===== config.mk =====
export PLATFORM = sky130hd
export DESIGN_NAME = dm_cache_ctrl
export DESIGN_NICKNAME = d
export VERILOG_FILES = /design/src/rtl/dm_cache_ctrl.sv
export SDC_FILE = /design/constraint.sdc
export NUM_CORES = 1
export LEC_CHECK = 0
export ABC_AREA = 1
export CAP_MARGIN = 20
export CORE_AREA = 2 2 281 283
export DETAILED_ROUTE_END_ITERATION = 8
export DIE_AREA = 0 0 283 285
export RECOVER_POWER = 25
export SYNTH_ARGS = -nofsm -noshare
export SYNTH_HDL_FRONTEND = slang
export SYNTH_SLANG_ARGS = --single-unit

===== constraint.sdc =====
create_clock -name clk -period 3 [get_ports clk]
set_clock_uncertainty 0.2 [all_clocks]
set_input_delay 0.6 -clock clk [delete_from_list [all_inputs] [get_ports clk]]
set_output_delay 0.6 -clock clk [all_outputs]
set_load 0.01 [all_outputs]

===== src/rtl/dm_cache_ctrl.sv =====
// Controller for a direct-mapped, write-back, write-allocate data cache.
// It sequences the hit check, the dirty victim write-back and the line refill against main memory.
module dm_cache_ctrl (
  input  logic         clk,
  input  logic         rst,
  input  logic         cpu_req_valid,
  input  logic         cpu_req_rw,
  input  logic [31:0]  cpu_req_addr,
  input  logic [31:0]  cpu_req_data,
  output logic         cpu_req_ready,
  output logic [31:0]  cpu_res_data,
  output logic         cpu_res_ready,
  output logic [9:0]   tag_index,
  output logic         tag_we,
  output logic [19:0]  tag_wdata,
  input  logic [19:0]  tag_rdata,
  output logic [9:0]   data_index,
  output logic         data_we,
  output logic [127:0] data_wdata,
  input  logic [127:0] data_rdata,
  output logic         mem_req_valid,
  output logic         mem_req_rw,
  output logic [31:0]  mem_req_addr,
  output logic [127:0] mem_req_data,
  input  logic         mem_ready,
  input  logic [127:0] mem_data
);

  typedef enum logic [1:0] {IDLE, COMPARE, WRITE_BACK, ALLOCATE} state_t;

  state_t        state;
  state_t        state_next;
  logic          req_rw;
  logic [31:2]   req_addr;
  logic [31:0]   req_data;
  logic [17:0]   vic_tag;
  logic [127:0]  vic_line;

  logic [9:0]    index;
  logic [17:0]   req_tag;
  logic [6:0]    word_off;
  logic          hit;
  logic          unused_addr_bits;

  // The byte offset never matters for word-sized accesses.
  assign unused_addr_bits = ^cpu_req_addr[1:0];

  assign index      = req_addr[13:4];
  assign req_tag    = req_addr[31:14];
  assign word_off   = {req_addr[3:2], 5'b0};
  assign hit        = tag_rdata[19] && (tag_rdata[17:0] == req_tag);
  assign tag_index  = index;
  assign data_index = index;

  always_ff @(posedge clk) begin
    if (rst) begin
      state    <= IDLE;
      req_rw   <= 1'b0;
      req_addr <= '0;
      req_data <= '0;
      vic_tag  <= '0;
      vic_line <= '0;
    end else begin
      state <= state_next;
      if (state == IDLE && cpu_req_valid) begin
        req_rw   <= cpu_req_rw;
        req_addr <= cpu_req_addr[31:2];
        req_data <= cpu_req_data;
      end
      // The victim must be captured before the refill overwrites the entry.
      if (state == COMPARE && !hit) begin
        vic_tag  <= tag_rdata[17:0];
        vic_line <= data_rdata;
      end
    end
  end

  always_comb begin
    state_next    = state;
    cpu_req_ready = 1'b0;
    cpu_res_data  = '0;
    cpu_res_ready = 1'b0;
    tag_we        = 1'b0;
    tag_wdata     = '0;
    data_we       = 1'b0;
    data_wdata    = '0;
    mem_req_valid = 1'b0;
    mem_req_rw    = 1'b0;
    mem_req_addr  = '0;
    mem_req_data  = '0;

    case (state)
      IDLE: begin
        cpu_req_ready = 1'b1;
        if (cpu_req_valid) state_next = COMPARE;
      end
      COMPARE: begin
        if (hit) begin
          cpu_res_ready = 1'b1;
          state_next    = IDLE;
          if (req_rw) begin
            data_we                   = 1'b1;
            data_wdata                = data_rdata;
            data_wdata[word_off +: 32] = req_data;
            tag_we                    = 1'b1;
            tag_wdata                 = {2'b11, req_tag};
          end else begin
            cpu_res_data = data_rdata[word_off +: 32];
          end
        end else if (tag_rdata[19] && tag_rdata[18]) begin
          state_next = WRITE_BACK;
        end else begin
          state_next = ALLOCATE;
        end
      end
      WRITE_BACK: begin
        mem_req_valid = 1'b1;
        mem_req_rw    = 1'b1;
        mem_req_addr  = {vic_tag, index, 4'h0};
        mem_req_data  = vic_line;
        if (mem_ready) state_next = ALLOCATE;
      end
      ALLOCATE: begin
        mem_req_valid = 1'b1;
        mem_req_addr  = {req_addr[31:4], 4'h0};
        if (mem_ready) begin
          data_we    = 1'b1;
          data_wdata = mem_data;
          tag_we     = 1'b1;
          tag_wdata  = {2'b10, req_tag};
          state_next = COMPARE;
        end
      end
      default: state_next = IDLE;
    endcase

    // A reset cycle must never disturb the arrays, even mid-refill.
    if (rst) begin
      tag_we  = 1'b0;
      data_we = 1'b0;
    end
  end

endmodule


Yosys cells after proc, flatten, opt, wreduce, memory -nomap -nowiden
Index checks and enable logic that the tools add are counted.
{"block": "totals", "mem_count": 0, "rom_bits": 0, "register_bits": 211, "wordCells": 55, "latchBits": 0, "out_inout_bits": 366, "ramBits": 0, "in_bits": 345}
{"block": "classes", "muxes": 30, "div_mod_pow": 0, "n_eq_ne": 7, "n_reduce_logical": 8, "shift": 3, "magnitude_cmp": 0, "n_mul": 0, "n_bitwise": 0, "addsub": 1}
{"cell": "$mux 128", "count": 4}
{"cell": "$pmux 128 s2", "count": 1}
{"cell": "$bwmux 128", "count": 1}
{"cell": "$shift 32x9->128 const A", "count": 1}
{"cell": "$shiftx 128x8->32", "count": 1}
{"cell": "$shiftx 32x9->128", "count": 1}
{"cell": "$mux 32", "count": 3}
{"cell": "$pmux 32 s2", "count": 1}
{"cell": "$mux 20", "count": 3}
{"cell": "$pmux 20 s2", "count": 1}
{"cell": "$eq 18x18->1", "count": 1}
{"cell": "$mux 1", "count": 10}
{"cell": "$neg 7->9", "count": 1}
{"cell": "$mux 2", "count": 4}
{"cell": "$pmux 2 s4", "count": 1}
{"cell": "$ne 2x2->1 const B", "count": 3}
{"cell": "$eq 2x2->1 const B", "count": 2}
{"cell": "$logic_and 1x1->1", "count": 4}
{"cell": "$reduce_and 3->1", "count": 1}
{"cell": "$eq 2x1->1 const B", "count": 1}
{"cell": "$logic_not 2->1", "count": 1}
{"cell": "$pmux 1 s2", "count": 1}
{"cell": "$reduce_or 2->1", "count": 1}
{"cell": "$logic_not 1->1", "count": 1}

Longest topological paths before layout
{"block": "logic_depth", "depth_word": 6, "depth_mapped": 12, "mapped_depth_nobuf": 11}

Worst setup path after synthesis
No wires, ideal clock.
{"block": "synth_path", "path_kind": "register to output", "startpoint": "reg req_addr[2] (netlist bit)", "endpoint": "out data_wdata[100]", "setup_slack_ps": -195, "stages_incl_launch_ff": 9, "n_path_buf": 3, "required_ps": 2200, "arrival_time_ps": 2395, "path_cell_list": "dfxtp_1 > inv_1 > clkbuf_1 > clkbuf_1 > ha_1 > nor3_1 > clkbuf_1 > a22oi_1 > o21ai_0"}
{"block": "synth_between", "elab_chain_len": 6, "elab_cells_between_ends": 7, "cone_classes": "add/sub: 1; shift: 2; mux: 4"}
{"element": "from (decl)", "line": "34", "text": "logic [31:2] req_addr;"}
{"element": "from (signal assigned)", "line": "67", "text": "req_addr <= cpu_req_addr[31:2];"}
{"element": "$neg 7->9 *", "line": "104", "text": "data_wdata[word_off +: 32] = req_data;"}
{"element": "$shiftx 32x9->128 or $shift 32x9->128 (tied branches)", "line": "104"}
{"element": "$bwmux 128 *", "line": "104"}
{"element": "$mux 128 *", "line": "101", "text": "if (req_rw) begin"}
{"element": "$mux 128 *", "line": "98", "text": "if (hit) begin"}
{"element": "$pmux 128 s2 *", "line": "92", "text": "case (state)"}
{"element": "to (decl)", "line": "19", "text": "output logic [127:0] data_wdata,"}
Mark *: on every way between the ends. The rest lies on a longest branch, timed or not.

Worst setup path after layout
{"block": "layout_path", "startpoint": "reg req_addr[24] (netlist bit)", "endpoint": "out data_wdata[113]"}
{"block": "layout_between", "elab_chain_len": 4}
{"element": "$eq 18x18->1", "line": "51", "text": "assign hit = tag_rdata[19] && (tag_rdata[17:0] == req_tag);"}
{"element": "$logic_and 1x1->1", "line": "51"}
{"element": "$mux 128", "line": "98"}
{"element": "$pmux 128 s2", "line": "92"}
No other way between the ends.

==> impl_metrics.tcl <==
set metrics [dict create \
    status "complete, but fails checks" \
    violations "capacitance limit, slew limit, setup timing" \
    start_util 0.174 \
    routability_congestion_estimate_from_global_placement 0.969 \
    timing.final.hold_violations 0 \
    dp.final_hpwl_mm 88.2 \
    final-instance-count-excl-fill 4259 \
    fin_tns_setup_ps -62560 \
    core_area_um2 78000 \
    ratio_of_total_power_to_cell_area_nw_per_um2 443 \
    final_antenna_net_count 0 \
    die_w_um 283 \
    power.ir.vdd_worst_v 0.000435 \
    ff_to_ff_path_depth 9 \
    synth_cells 2232 \
    synth.avg_cell_area_um2 6.06 \
    drt_drc_violations_left 0 \
    max-cap-violations 2 \
    final_layout_size_suffix_gt1_frac 0.323 \
    initialDrtViolationCount 1632 \
    cts_root_buffer "clkbuf_16" \
    yosysTopAreaCellShare 0.312 \
    total_number_of_h_tree_levels 1 \
    unrepaired_setup_endpoints_after_global_routing "yes" \
    syn_area_um2 13500 \
    total_leakage_power_nw 15.0 \
    routed_wire_length_per_instance_um 27.1 \
    global_route_wire_length_before_repair_mm 153 \
    clkTransAtPathRegs_ps 60 \
    layout_worst_path_cycle_share 1.13 \
    netlist_top_cells_area "dfxtp_1 (31%), nand2_1 (19%), a21oi_1 (7.8%)" \
    slew-limit-headroom -0.0742 \
    worst_ep_required_time_ps 2200 \
    hold_slack_ps 167 \
    period_minus_slack_ps 3400 \
    ys_dominant_reg_cell "dfxtp_1" \
    synth-seq-area-share 0.312 \
    synth-edff-count 0 \
    dieHeight_um 285 \
    cts_tree "yes" \
    ctsHoldBuffers 0 \
    final_net_count 3530 \
    setup-violations-final 334 \
    worstPathMaxFanout 6 \
    timing.fmax_mhz 294 \
    post_synth_most_frequent_cells "nand2_1 (702), a21oi_1 (211), dfxtp_1 (211), inv_1 (183), o21ai_0 (176)" \
    holdCritPathClass "input pin to flip-flop" \
    ys_async_sr_fraction 0 \
    route.vias.total 19889 \
    boundaryPins 711 \
    netlist.top_cell.by_area "dfxtp_1" \
    yosys.cell_count.top_type "nand2_1" \
    routed_via_density 4.67 \
    ys.warnings.count 0 \
    worstSetupPathType "flip-flop to primary output" \
    tritoncts_sinks 211 \
    yosysUniqueCellTypes 33 \
    insertion_delay_ps 600 \
    worstPathArrival_ps 2600 \
    clock_tree.buffer_depth 3 \
    die_area_um2 80700 \
    cell_rows 103 \
    synth.ff_latch_count 211 \
    detailedRoute.firstPassIterationCount 5 \
    area_growth_syn_to_layout_pct 110 \
    grt_start_max_net_pins 148 \
    min_path_cells 3 \
    setup.worst_path.start_class "flip-flop" \
    dp.cells 4087 \
    first_global_vias 18998 \
    layout_setup_ws_ps -396 \
    fin_total_pwr_w 0.0126 \
    timing.critical_path.to_type "primary output" \
    slew_violations 100 \
    place_worst_setup_slack_ps -1000 \
    grt_antenna_before_repair 14 \
    port-buffer-count 704 \
    grt.total_usage 0.267 \
    wl_mm 116 \
    worst_pin_slew_ps 1610 \
    grt_overflow_total 0 \
    cts-buffers-inserted 30 \
]
[through the flow]
| stage | utilization | cell area [um^2] |
|---|---|---|
| 3_3_place_gp | 0.308 | 24000 |
| 5_1_grt | 0.364 | 28400 |
| 3_5_place_dp | 0.308 | 24000 |
| 4_1_cts | 0.338 | 26400 |
| 2_1_floorplan | - | 13500 |
| 6_report | 0.365 | 28400 |
[cell families after synthesis]
family / after synthesis / synth area share
AOI/OAI and AO/OA: 552 / 0.237
xor gates and xnor gates: 2 / 0.00129
adders and majority gates: 9 / 0.00832
buffers and inverters: 412 / 0.133
DFF: 211 / 0.312
other: 1 / 0.000277
and+or+nand+nor: 1045 / 0.308
[critical path, cell delays in order (launching register included)]
cell and delay, ps:
dfxtp_2 330, xnor2_2 210, nand2_1 100, nor2_2 140, nand3_2 100, nor2_4 150, nand3_4 130, buf_12 170
buf_12 140, buf_12 140, buf_8 130, o21ai_4 130, buf_6 120
[flip-flops by register name (all words and copies together), names as in the netlist]
| name | flops |
|---|---|
| req_rw | 1 |
| req_addr | 30 |
| req_data | 32 |
| state | 2 |
| vic_line | 128 |
| vic_tag | 18 |
[cell type report]
cell class	count	area, um^2
Clock inverter	11	193
Clock buffer	45	918
Tap cell	1050	1310
Fill cell	8373	49500
Timing Repair Buffer	1124	11700
Inverter	197	771
Sequential cell	211	4250
Multi-Input combinational cell	1612	9250
Antenna cell	9	22.5
[placed cells by master, fill, tap and decap left out, types with 21 or more instances in the layout]
cell type / netlist / layout
nand2_2: 1 / 50
o21ai_2: 0 / 80
o21ai_0: 176 / 80
a21oi_1: 211 / 211
a22oi_1: 63 / 30
clkdlybuf4s50_1: 0 / 324
buf_6: 16 / 142
a32o_1: 32 / 32
nand2_4: 0 / 26
nor2_2: 1 / 21
inv_1: 183 / 170
dlymetal6s2s_1: 0 / 133
nand3_1: 153 / 148
a22oi_2: 0 / 33
nor2_4: 0 / 52
nand2_1: 702 / 626
clkbuf_16: 0 / 37
nor2_1: 175 / 103
a32oi_1: 32 / 22
o21ai_1: 34 / 34
dfxtp_1: 211 / 193
buf_2: 26 / 91
buf_12: 0 / 81
buf_4: 26 / 272
[what timing repair did]
item                       4_1_cts  5_1_grt
setup endpoints to repair      320      426
cloned                          10        7
buffers inserted                54       57
gates resized for setup        837      687
pin swaps                       52       85
[worst paths after layout]
path                                   start              end  slack, ps
worst min register to register  vic_line[89]     vic_line[89]        260
worst max register to register      state[1]     vic_line[10]       -210
worst max-delay path            req_addr[24]  data_wdata[113]       -400
worst min-delay path            tag_rdata[5]       vic_tag[5]        170
[where the power goes]
| part | leakage, nW | internal (W) | switching, W |
|---|---|---|---|
| Combinational | 12.7 | 0.00213 | 0.00283 |
| Clock | 0.548 | 0.00253 | 0.00158 |
| Sequential | 1.74 | 0.00321 | 0.000329 |
| Total | 15.0 | 0.00787 | 0.00473 |
[metal layers]
metal / global-route usage / wire [um] / up-vias
met1: 0.349 / 49500 / 9579
met4: 0.0870 / 3540 / 8
li1: - / - / 9189
met5: 0 / 55 / -
met2: 0.438 / 54100 / 970
met3: 0.0542 / 8330 / 143
No activity file was read; power rests on OpenSTA's default activity.
==> edit, RTL diff (config.mk and constraints unchanged) <==
Make the reset (`rst`) asynchronous in one clocked block.
--- a/src/rtl/dm_cache_ctrl.sv
+++ b/src/rtl/dm_cache_ctrl.sv
@@ -52,7 +52,7 @@
   assign tag_index  = index;
   assign data_index = index;
 
-  always_ff @(posedge clk) begin
+  always_ff @(posedge clk or posedge rst) begin
     if (rst) begin
       state    <= IDLE;
       req_rw   <= 1'b0;
Formal check against the unedited RTL: not equivalent (Yosys sat finds a counterexample within 4 cycles, from zero or initial values and one cycle with rst high; the reset may be asserted at any time).
==> edit against the unedited design <==
- wire length down 9.2%
- count of clock-buffer cells in the layout down 14
- final area down 1.0%
- the flow finishes with violations (setup timing)
- synthesized area up 4.7%
- worst setup slack worse by 0.074 ns
- critical endpoint is now data_wdata[53]
- sequential cell count unchanged
Power is not compared: it rests on default switching activity, and its combinational part moved more than twofold at a synthesized area within 25%.
==> edit: results (changes against the unedited design) <==
| Metric | Value |
|---|---|
| First-pass GRT wire length | 144 mm (-5.9%) |
| # setup viols final | 188 (-44%) |
| Metal2 WL | 47.2 mm (-13%) |
| Fin. max-slew vios | 0 (-100%) |
| Post-synthesis sequential area ratio | 0.373 (+0.0604) |
| Post-CTS setup buffers | 96 (+78%) |
| Vias | 18970 (-4.6%) |
| FILL cells | 8294 (-0.94%) |
| Crit path DAT | 2.67 ns (+0.07 ns) |
| Final net count | 3479 (-1.4%) |
| GR Util met2 | 0.398 (-0.0401) |
| Buffer share of cell area | 0.379 (-0.0325) |
| Multi-input gate share of total cell area | 0.297 (-0.0280) |
| Met3 WL post-DR | 7.39 mm (-11%) |
| Met1 Use GR | 0.344 (-0.00508) |
| Inverters | 360 (+83%) |
| Syn Inst Count | 2182 (-2.2%) |
| Wirelength per Cell | 25.0 um (-8.0%) |
| R2R depth | 7 (-2) |
| Post-synth top cells | 615 x nand2_1, 333 x inv_1, 211 x dfrtp_1 |
| Cell Count, Final, Fillers Out | 4205 (-1.3%) |
| Setup_tns | -59.05 ns (+3.51 ns) |
| Failing checks | setup timing |
| Status | finished, violations left |
| Met1 WL | 47.0 mm (-5.1%) |
| Post-synthesis adder-cell area fraction | 0.00794 (-0.000377) |
| RePlAce Congestion | 0.926 (-4.4%) |
| Clock latency on the worst-skew pair | 0.58 ns (-0.02 ns) |
| Post-synth ARST share | 1.00 (+1.00) |
| Critical Path Slowest Stage Cell | dfrtp_1 |
| First DRT Iteration DRCs | 1652 (+1.2%) |
| Cts bufs inserted | 29 (-3.3%) |
| Post-Place Worst Slack | -1.09 ns (-0.0924 ns) |
| N_diodes | 8 (-1) |
| Multi-input logic area | 8370 um^2 (-9.5%) |
| Initial antenna violation count | 15 (+1) |
| FF-to-FF End | vic_line[81]$_DFFE_PP0P_ |
| Setup crit start | req_addr[20]$_DFFE_PP0P_ |
| Slowest stage delay, CP | 0.44 ns (+0.11 ns) |
| Post-synth cell types | 31 (-6.1%) |
| Placed cell area | 23800 um^2 (-0.82%) |
| Post-synthesis xor/xnor area fraction | 0.00247 (+0.00118) |
| Layout cells sized above 1 | 0.341 (+0.0178) |
| GRT Util Overall | 0.249 (-0.0182) |
| Worst setup path endpoint | data_wdata[53] |
| PostCTS Resize Cnt | 1286 (+54%) |
| Dpl cells | 3997 (-2.2%) |
| PnR worst setup slack | -0.470 ns (-0.0737 ns) |
| DP HPWL | 76.3 mm (-13%) |
[edit: cell types whose count changed after synthesis, moves of 36 or more]
cell	change
dfrtp_1	+211
nand3_1	-85
inv_1	+150
o21ai_0	-67
a21oi_1	-74
o22ai_1	+65
nand2_1	-87
clkbuf_1	-36
dfxtp_1	-211
o21ai_1	+147
[edit: how the worst min path moves through the flow]
stage                                    from                         to  slack [ns]  cells past startpoint
CTS                             tag_rdata[10]    vic_tag[10]$_DFFE_PP0P_        0.19                      3
global route                     tag_rdata[3]     vic_tag[3]$_DFFE_PP0P_        0.11                      3
global placement    vic_line[104]$_DFFE_PP0P_  vic_line[104]$_DFFE_PP0P_        0.25                      2
finish                           tag_rdata[6]     vic_tag[6]$_DFFE_PP0P_        0.11                      2
detailed placement  vic_line[118]$_DFFE_PP0P_  vic_line[118]$_DFFE_PP0P_        0.26                      2
floorplan           vic_line[100]$_DFFE_PP0P_  vic_line[100]$_DFFE_PP0P_        0.24                      2
